### src/rtl/mipi_csi2_deser.sv
// CSI-2 receive depacketizer: decodes short/long packets from the PHY byte stream and
// regenerates vsync/href/pixel timing, unpacking RAW8 and RAW10 payloads.
module mipi_csi2_deser #(
    parameter int unsigned DATA_WIDTH = 10,
    parameter logic [7:0]  ECC_VALUE  = 8'hEC,
    parameter bit          CHECK_ECC  = 1'b1
) (
    input  logic                  pixclk,
    input  logic                  resetb,
    input  logic                  enable,
    input  logic                  in_valid,
    input  logic                  in_sop,
    input  logic [7:0]            in_data,
    output logic [DATA_WIDTH-1:0] data,
    output logic                  pix_valid,
    output logic                  href,
    output logic                  vsync,
    output logic [3:0]            pixel_width,
    output logic [15:0]           frame_num,
    output logic [15:0]           line_wc,
    output logic [15:0]           checksum,
    output logic                  ecc_err,
    output logic                  abort_err,
    output logic                  len_err
);
    localparam int unsigned PIX_W    = 10;
    localparam logic [7:0]  DT_FS    = 8'h00;
    localparam logic [7:0]  DT_FE    = 8'h01;
    localparam logic [7:0]  DT_RAW8  = 8'h2A;
    localparam logic [7:0]  DT_RAW10 = 8'h2B;

    typedef enum logic [2:0] {
        S_IDLE, S_WC0, S_WC1, S_ECC, S_PAYLOAD, S_CRC0, S_CRC1
    } state_t;

    state_t                    state_q;
    logic [7:0]                dt_q;
    logic [15:0]               wc_q;
    logic [15:0]               cnt_q;
    logic [3:0][7:0]           mbuf_q;
    logic [2:0]                mcnt_q;
    logic [2:0][PIX_W-1:0]     sr_q;
    logic [1:0]                pend_q;
    logic                      grp_last_q;
    logic                      pix_last_q;

    logic [DATA_WIDTH-1:0]     data_q;
    logic                      pix_valid_q, href_q, vsync_q;
    logic [3:0]                pixel_width_q;
    logic [15:0]               frame_num_q, line_wc_q, checksum_q;
    logic                      ecc_err_q, abort_err_q, len_err_q;

    // RAW10 pixels completed by the current byte acting as the lsb byte of a group
    logic [PIX_W-1:0] pix0_c, pix1_c, pix2_c, pix3_c;
    assign pix0_c = {mbuf_q[0], in_data[1:0]};
    assign pix1_c = {mbuf_q[1], in_data[3:2]};
    assign pix2_c = {mbuf_q[2], in_data[5:4]};
    assign pix3_c = {mbuf_q[3], in_data[7:6]};

    always_ff @(posedge pixclk or negedge resetb) begin
        if (!resetb) begin
            state_q       <= S_IDLE;
            dt_q          <= '0;
            wc_q          <= '0;
            cnt_q         <= '0;
            mbuf_q        <= '0;
            mcnt_q        <= '0;
            sr_q          <= '0;
            pend_q        <= '0;
            grp_last_q    <= 1'b0;
            pix_last_q    <= 1'b0;
            data_q        <= '0;
            pix_valid_q   <= 1'b0;
            href_q        <= 1'b0;
            vsync_q       <= 1'b0;
            pixel_width_q <= '0;
            frame_num_q   <= '0;
            line_wc_q     <= '0;
            checksum_q    <= '0;
            ecc_err_q     <= 1'b0;
            abort_err_q   <= 1'b0;
            len_err_q     <= 1'b0;
        end else if (!enable) begin
            state_q       <= S_IDLE;
            dt_q          <= '0;
            wc_q          <= '0;
            cnt_q         <= '0;
            mbuf_q        <= '0;
            mcnt_q        <= '0;
            sr_q          <= '0;
            pend_q        <= '0;
            grp_last_q    <= 1'b0;
            pix_last_q    <= 1'b0;
            data_q        <= '0;
            pix_valid_q   <= 1'b0;
            href_q        <= 1'b0;
            vsync_q       <= 1'b0;
            pixel_width_q <= '0;
            frame_num_q   <= '0;
            line_wc_q     <= '0;
            checksum_q    <= '0;
            ecc_err_q     <= 1'b0;
            abort_err_q   <= 1'b0;
            len_err_q     <= 1'b0;
        end else begin
            pix_valid_q <= 1'b0;
            ecc_err_q   <= 1'b0;
            abort_err_q <= 1'b0;
            len_err_q   <= 1'b0;
            pix_last_q  <= 1'b0;
            if (pix_last_q) href_q <= 1'b0;

            // Drain RAW10 pixels 1..3 of the last group, one per cycle
            if (pend_q != 2'd0) begin
                data_q      <= DATA_WIDTH'(sr_q[0]);
                sr_q[0]     <= sr_q[1];
                sr_q[1]     <= sr_q[2];
                pend_q      <= pend_q - 2'd1;
                pix_valid_q <= 1'b1;
                href_q      <= 1'b1;
                pix_last_q  <= grp_last_q && (pend_q == 2'd1);
            end

            if (in_valid) begin
                if (in_sop && state_q != S_IDLE) begin
                    abort_err_q <= 1'b1;
                    pend_q      <= '0;
                    mcnt_q      <= '0;
                    pix_valid_q <= 1'b0;
                    pix_last_q  <= 1'b0;
                    href_q      <= 1'b0;
                    dt_q        <= in_data;
                    state_q     <= S_WC0;
                end else begin
                    case (state_q)
                        S_IDLE: begin
                            if (in_sop) begin
                                dt_q    <= in_data;
                                state_q <= S_WC0;
                            end
                        end
                        S_WC0: begin
                            wc_q[7:0] <= in_data;
                            state_q   <= S_WC1;
                        end
                        S_WC1: begin
                            wc_q[15:8] <= in_data;
                            state_q    <= S_ECC;
                        end
                        S_ECC: begin
                            if (CHECK_ECC && in_data != ECC_VALUE) begin
                                ecc_err_q <= 1'b1;
                                state_q   <= S_IDLE;
                            end else if (dt_q[7:2] == 6'd0) begin
                                if (dt_q == DT_FS) begin
                                    vsync_q     <= 1'b1;
                                    frame_num_q <= wc_q;
                                end else if (dt_q == DT_FE) begin
                                    vsync_q <= 1'b0;
                                end
                                state_q <= S_IDLE;
                            end else begin
                                line_wc_q <= wc_q;
                                cnt_q     <= wc_q;
                                mcnt_q    <= '0;
                                if (dt_q == DT_RAW8)  pixel_width_q <= 4'd8;
                                if (dt_q == DT_RAW10) pixel_width_q <= 4'd10;
                                state_q <= (wc_q == 16'd0) ? S_CRC0 : S_PAYLOAD;
                            end
                        end
                        S_PAYLOAD: begin
                            cnt_q <= cnt_q - 16'd1;
                            if (dt_q == DT_RAW8) begin
                                data_q      <= DATA_WIDTH'(in_data);
                                pix_valid_q <= 1'b1;
                                href_q      <= 1'b1;
                                pix_last_q  <= (cnt_q == 16'd1);
                            end else if (dt_q == DT_RAW10) begin
                                if (mcnt_q != 3'd4) begin
                                    mbuf_q[mcnt_q[1:0]] <= in_data;
                                    mcnt_q              <= mcnt_q + 3'd1;
                                end else begin
                                    data_q      <= DATA_WIDTH'(pix0_c);
                                    pix_valid_q <= 1'b1;
                                    href_q      <= 1'b1;
                                    sr_q        <= {pix3_c, pix2_c, pix1_c};
                                    pend_q      <= 2'd3;
                                    grp_last_q  <= (cnt_q < 16'd6);
                                    mcnt_q      <= '0;
                                end
                            end
                            // Last payload byte: any partial RAW10 group is dropped
                            if (cnt_q == 16'd1) begin
                                len_err_q <= (dt_q == DT_RAW10) && (mcnt_q != 3'd4);
                                mcnt_q    <= '0;
                                state_q   <= S_CRC0;
                            end
                        end
                        S_CRC0: begin
                            checksum_q[7:0] <= in_data;
                            state_q         <= S_CRC1;
                        end
                        S_CRC1: begin
                            checksum_q[15:8] <= in_data;
                            state_q          <= S_IDLE;
                        end
                        default: state_q <= S_IDLE;
                    endcase
                end
            end
        end
    end

    assign data        = data_q;
    assign pix_valid   = pix_valid_q;
    assign href        = href_q;
    assign vsync       = vsync_q;
    assign pixel_width = pixel_width_q;
    assign frame_num   = frame_num_q;
    assign line_wc     = line_wc_q;
    assign checksum    = checksum_q;
    assign ecc_err     = ecc_err_q;
    assign abort_err   = abort_err_q;
    assign len_err     = len_err_q;

endmodule
### config.mk
export PLATFORM = sky130hd
export DESIGN_NAME = mipi_csi2_deser
export DESIGN_NICKNAME = d
export VERILOG_FILES = /design/src/rtl/mipi_csi2_deser.sv
export SDC_FILE = /design/constraint.sdc
export NUM_CORES = 1
export LEC_CHECK = 0
export ABC_CLOCK_PERIOD_IN_PS = 1990
export CORE_MARGIN = 4
export CORE_UTILIZATION = 45
export DETAILED_ROUTE_END_ITERATION = 10
export PLACE_DENSITY = 0.78
export SLEW_MARGIN = 10
export SYNTH_ARGS = -nofsm -noshare
export SYNTH_HDL_FRONTEND = slang
export SYNTH_SLANG_ARGS = --single-unit
### constraint.sdc
create_clock -name pixclk -period 1.99 [get_ports pixclk]
set_input_delay 0.398 -clock pixclk [delete_from_list [all_inputs] [get_ports pixclk]]
set_output_delay 0.398 -clock pixclk [all_outputs]
set_load 0.01 [all_outputs]
# After elaboration in Yosys (flattened, before gate mapping)
# Cells that the tools add are included.
# totals
regBits	180
wordCells	245
# classes
add_sub_neg	3
order_cmp	3
n_eq_ne	43
n_mux	144
n_reduce_logical	24
# op_table
op	count
$mux W16	22
$mux W32	7
$mux W30	7
$mux W10	8
$mux W8	10
$mux W1	52
$mux W3	16
$reduce_and A6 Y1	6
$bwmux W32	1
$mux W4	8
$pmux W16 S2	1
$ne A2 B1 Y1 const B	11
$mux W20	1
$pmux W3 S6	1
$reduce_and A3 Y1	6
$demux W8 S2	1
$eq A16 B1 Y1 const B	1
$eq A8 B6 Y1 const B	2
$logic_not A16 Y1	1
$lt A16 B3 Y1 const B	1
$mux W2	8
$ne A4 B4 Y1 const B	4
$sub A16 B1 Y16 const B	1
$ne A3 B1 Y1 const B	5
22 further kinds	36

# Logic depth before layout (Yosys ltp)
# logic_depth
depth_word	12
mapped_depth	9
depth_no_buf	7

# Worst setup path after synthesis
# No wires, ideal clock.
# synth_path
path_type	reg2reg
start	register dt_q[7]
end	register cnt_q[2]
t_arrival_ps	2035
t_required_ps	1868
slack_ps	-167
path_stages_with_launch	7
path_buffers	1
cell_sequence	dfrtp_1 > or4_1 > buf_2 > o31a_4 > o221a_4 > mux2_4 > a32o_1
# synth_between
elab_chain_cells	3
# synth_rtl
element	line	source
from (decl)	37	logic [7:0] dt_q;
from (signal assigned)	132	dt_q <= in_data;
from (signal assigned)	138	dt_q <= in_data;
$logic_not A6 Y1	154	end else if (dt_q[7:2] == 6'd0) begin
$ne A3 B3 Y1 (no source line)	n/a	
$reduce_and A5 Y1 (no source line)	n/a	
to (signal assigned)	164	cnt_q <= wc_q;
to (signal assigned)	172	cnt_q <= cnt_q - 16'd1;
to (decl)	39	logic [15:0] cnt_q;
# No other way between the ends.
# A chain may end at the register's enable or synchronous reset.

# Worst setup path in the final report
# layout_path
start	register dt_q[4]
end	register sr_q[9] in the netlist's numbering
# layout_between
elab_chain_cells	7
word_cells_on_any_way	8
cone_classes	eq/ne: 2; mux: 6
# layout_rtl
element	line	source
$eq A8 B6 Y1	178	end else if (dt_q == DT_RAW10) begin
$mux W30	178	
$mux W30 (*)	173	if (dt_q == DT_RAW8) begin
$mux W30 (*)	135	case (state_q)
$mux W30 (*)	125	if (in_sop && state_q != S_IDLE) begin
$mux W30 (*)	124	if (in_valid) begin
$mux W30 (*)	83	end else if (!enable) begin
to (signal assigned)	186	sr_q <= {pix3_c, pix2_c, pix1_c};
to (decl)	42	logic [2:0][PIX_W-1:0] sr_q;
# Every way passes the cells marked *; elsewhere a longest branch is shown, timed or not. The select of a mux whose other input is x is not followed.

==> flow_summary.json <==
{
  "status": "complete, but fails checks",
  "violations": "setup timing",
  "nNetsFinal": 1073,
  "gr-usage-all-layers_pct": 24.2,
  "portBuffers": 78,
  "grt_pass1_vias": 7527,
  "setup_viol": 126,
  "crit_cells": 9,
  "dp_hpwl_um": 15600,
  "r2r-start": "dt_q[4]$_DFFE_PN0P_",
  "drt_iter0_drc": 975,
  "ys_types": 63,
  "netlist_area_um2": 8490,
  "avgSynthCellArea_um2": 9.53,
  "yosysSeqAreaShare_pct": 52.5,
  "cp_slowest_cell": "or4_4",
  "wl_per_cell_um": 22.6,
  "initial_core_util_pct": 46.5,
  "crit_path_end": "sr_q[9]$_DFF_PN0_",
  "power.density_nw_per_um2": 648,
  "dieHeight_um": 145,
  "fin_crit_sh_pct": 114,
  "h-tree-depth": 4,
  "cp.required_ns": 2.30,
  "fin_skew_ns": 0.0116,
  "ys_seq_elements": 178,
  "die_w_um": 145,
  "cpPeakStageDelay_ns": 0.58,
  "num_rows": 49,
  "yosysTopAreaCellShare_pct": 52.5,
  "cts_tree": "built",
  "drive_gt1_share_pct": 32.6,
  "crit_chain": "or4_4, buf_6, nor2_4, nand4_1, buf_6, buf_12, buf_16, nor2_2, a211oi_2",
  "min_path_type": "input pin to asynchronous set/reset pin",
  "endpoint_kind": "flop",
  "final_antenna_net_count": 0,
  "r2r_end": "sr_q[9]$_DFF_PN0_",
  "relSlewSlack_pct": 57.9,
  "timing.final.hold_violations": 0,
  "finalMaxSlewViolations": 0,
  "utilization_pct": 66.1,
  "yosysMostFrequentCell": "dfrtp_1",
  "core_area_um2": 18300,
  "crit_fanout": 7,
  "cts.clk_slew.worst_paths_ns": 0.07,
  "finalWirelength_um": 29300,
  "vias": 8083,
  "cp-start-kind": "flop",
  "diodes": 0,
  "power_mw": 7.83,
  "clockBufferDepth": 2,
  "synth_ff_type": "dfrtp_1",
  "p_leak_nw": 5.53,
  "ios": 81,
  "synth_common_cells": "178 x dfrtp_1, 152 x nand2_1, 105 x nor2_1",
  "die_area_um2": 21100,
  "drc": 0,
  "worstSkewPairLatency_ns": 0.44,
  "max_cap_viol_count": 0,
  "routed_via_density": 6.24,
  "cts_buffers": 17,
  "cts.sinks": 178,
  "synth-edff-count": 0,
  "finalWorstSetupSlack_ns": -0.285,
  "cts-root-buf": "clkbuf_16",
  "synth-async-reset-ratio_pct": 100,
  "crit_path_frequent_cell": "buf_6",
  "grt.overflow.total": 0,
  "min_period_ns": 2.27,
  "cp_data_arrival_time_ns": 2.59,
  "grt_max_degree": 106,
  "ys.warnings.count": 0,
  "reg2reg_setup_slack_ns": -0.28,
  "syn_inst": 891,
  "max_freq_mhz": 440,
  "grt_pass1_wl_um": 41200,
  "crit_buf_inv": 4,
  "tightest_slew_ns": 0.631,
  "synthTopCellsByArea": "dfrtp_1 52%, mux2i_1 8.3%, nand2_1 6.7%",
  "worst_setup_path_startpoint": "dt_q[4]$_DFFE_PN0P_",
  "gp_congestion": 0.909,
  "firstDrtPassIters": 7,
  "path_delay_family": "simple AND/OR/NAND/NOR gates",
  "r2r_cells": 9,
  "antenna_found_initial": 0,
  "rsz0062_at_grt": "yes",
  "synth_top_area_cell": "dfrtp_1",
  "area_growth_pct": 42.3,
  "critPathKind": "flop to flop",
  "ir_worst_vdd_mv": 0.628
}
[registers in the layout (all words and copies together), names as in the netlist, 10 cells and up]
| name | cells |
|---|---|
| checksum | 16 |
| mbuf_q | 32 |
| wc_q | 16 |
| sr_q | 30 |
| line_wc | 16 |
| data | 10 |
| cnt_q | 16 |
| frame_num | 16 |
[layout by cell type (no fill, tap or decap), types with 7 or more instances in the layout]
cell             synthesis  layout
nor2_1                 105      78
inv_1                   15      13
nor2_2                   1      18
clkbuf_16                0      21
o21ai_0                 21      15
a21oi_2                  0      39
buf_6                    0      18
buf_4                    5      97
nor4_1                  10       7
dfrtp_1                178     178
nand2_2                  0       9
nor2_4                   0      10
a21oi_1                 79      40
a211oi_2                 0      21
nand4_1                  9       9
nand2_1                152     125
nand3_1                 31      24
buf_12                   1      12
mux2i_1                 70      69
mux2_2                   7       7
nand2_4                  0      18
clkdlybuf4s50_1          0      77
o31ai_1                  9       7
[worst min-delay path by stage]
stage / end / slack, ns
floorplan: abort_err$_DFF_PN0_ / 0.10
global placement: sr_q[11]$_DFF_PN0_ / 0.44
detailed placement: sr_q[10]$_DFF_PN0_ / 0.44
CTS: line_wc[13]$_DFFE_PN0P_ / 0.52
global route: sr_q[20]$_DFFE_PN0P_ / 0.53
finish: sr_q[10]$_DFF_PN0_ / 0.51
[worst min-delay path, stage by stage]
cell           delay, ns
dlygate4sd3_1       0.54
buf_6               0.12
buf_12              0.30
[area by class of cell]
| type | count | area, um^2 |
|---|---|---|
| Clock inverter | 12 | 155 |
| Fill cell | 1176 | 6190 |
| Clock buffer | 20 | 457 |
| Inverter | 15 | 58.8 |
| Sequential cell | 178 | 4450 |
| Multi-Input combinational cell | 627 | 4480 |
| Tap cell | 229 | 287 |
| Timing Repair Buffer | 215 | 2190 |
[per-layer routing]
layer / vias up / GRT usage, % / share of wire (%)
met3: 121 / 3.99 / 8.4
met4: 0 / 10.3 / 4.8
met1: 3995 / 32.1 / 38
li1: 3448 / - / -
met5: - / 0 / 0
met2: 519 / 39.7 / 48
[metrics by stage]
stage	std cells	setup slack (ns)	instance area, um^2	hold WS (ns)	TNS (ns)
after floorplan	892	-0.167	8520	0.102	-4.13
after global placement	1232	-0.477	10200	0.439	-40.74
after detailed placement	1232	-0.504	10200	0.439	-42.57
after CTS	1284	-0.215	11400	0.521	-11.65
after global routing	1296	-0.393	12100	0.530	-23.97
final	1296	-0.285	12100	0.509	-17.68
[where the power goes]
part / internal, mW / switching (mW) / total (mW)
clock: 2.05 / 1.47 / 3.51
combinational: 0.222 / 0.399 / 0.620
sequential: 3.64 / 0.0558 / 3.70
total: 5.91 / 1.92 / 7.83
[cells by family after synthesis]
family / count (synthesis) / share of synthesized area [%]
simple gates: 358 / 18.8
compound gates: 183 / 14.0
flops: 178 / 52.5
buf+inv: 87 / 4.49
mux: 78 / 9.36
fa+ha+maj: 6 / 0.884
other cells: 1 / 0.0442
[repair_timing]
item	CTS	global route
gates resized for setup	90	138
setup buffers	13	11
hold endpoints to repair	40	0
hold buffers	1	0
gates cloned	6	4
setup endpoints to repair	131	149
pin swaps	21	41
Note: power is estimated with default switching activity, not from simulation.
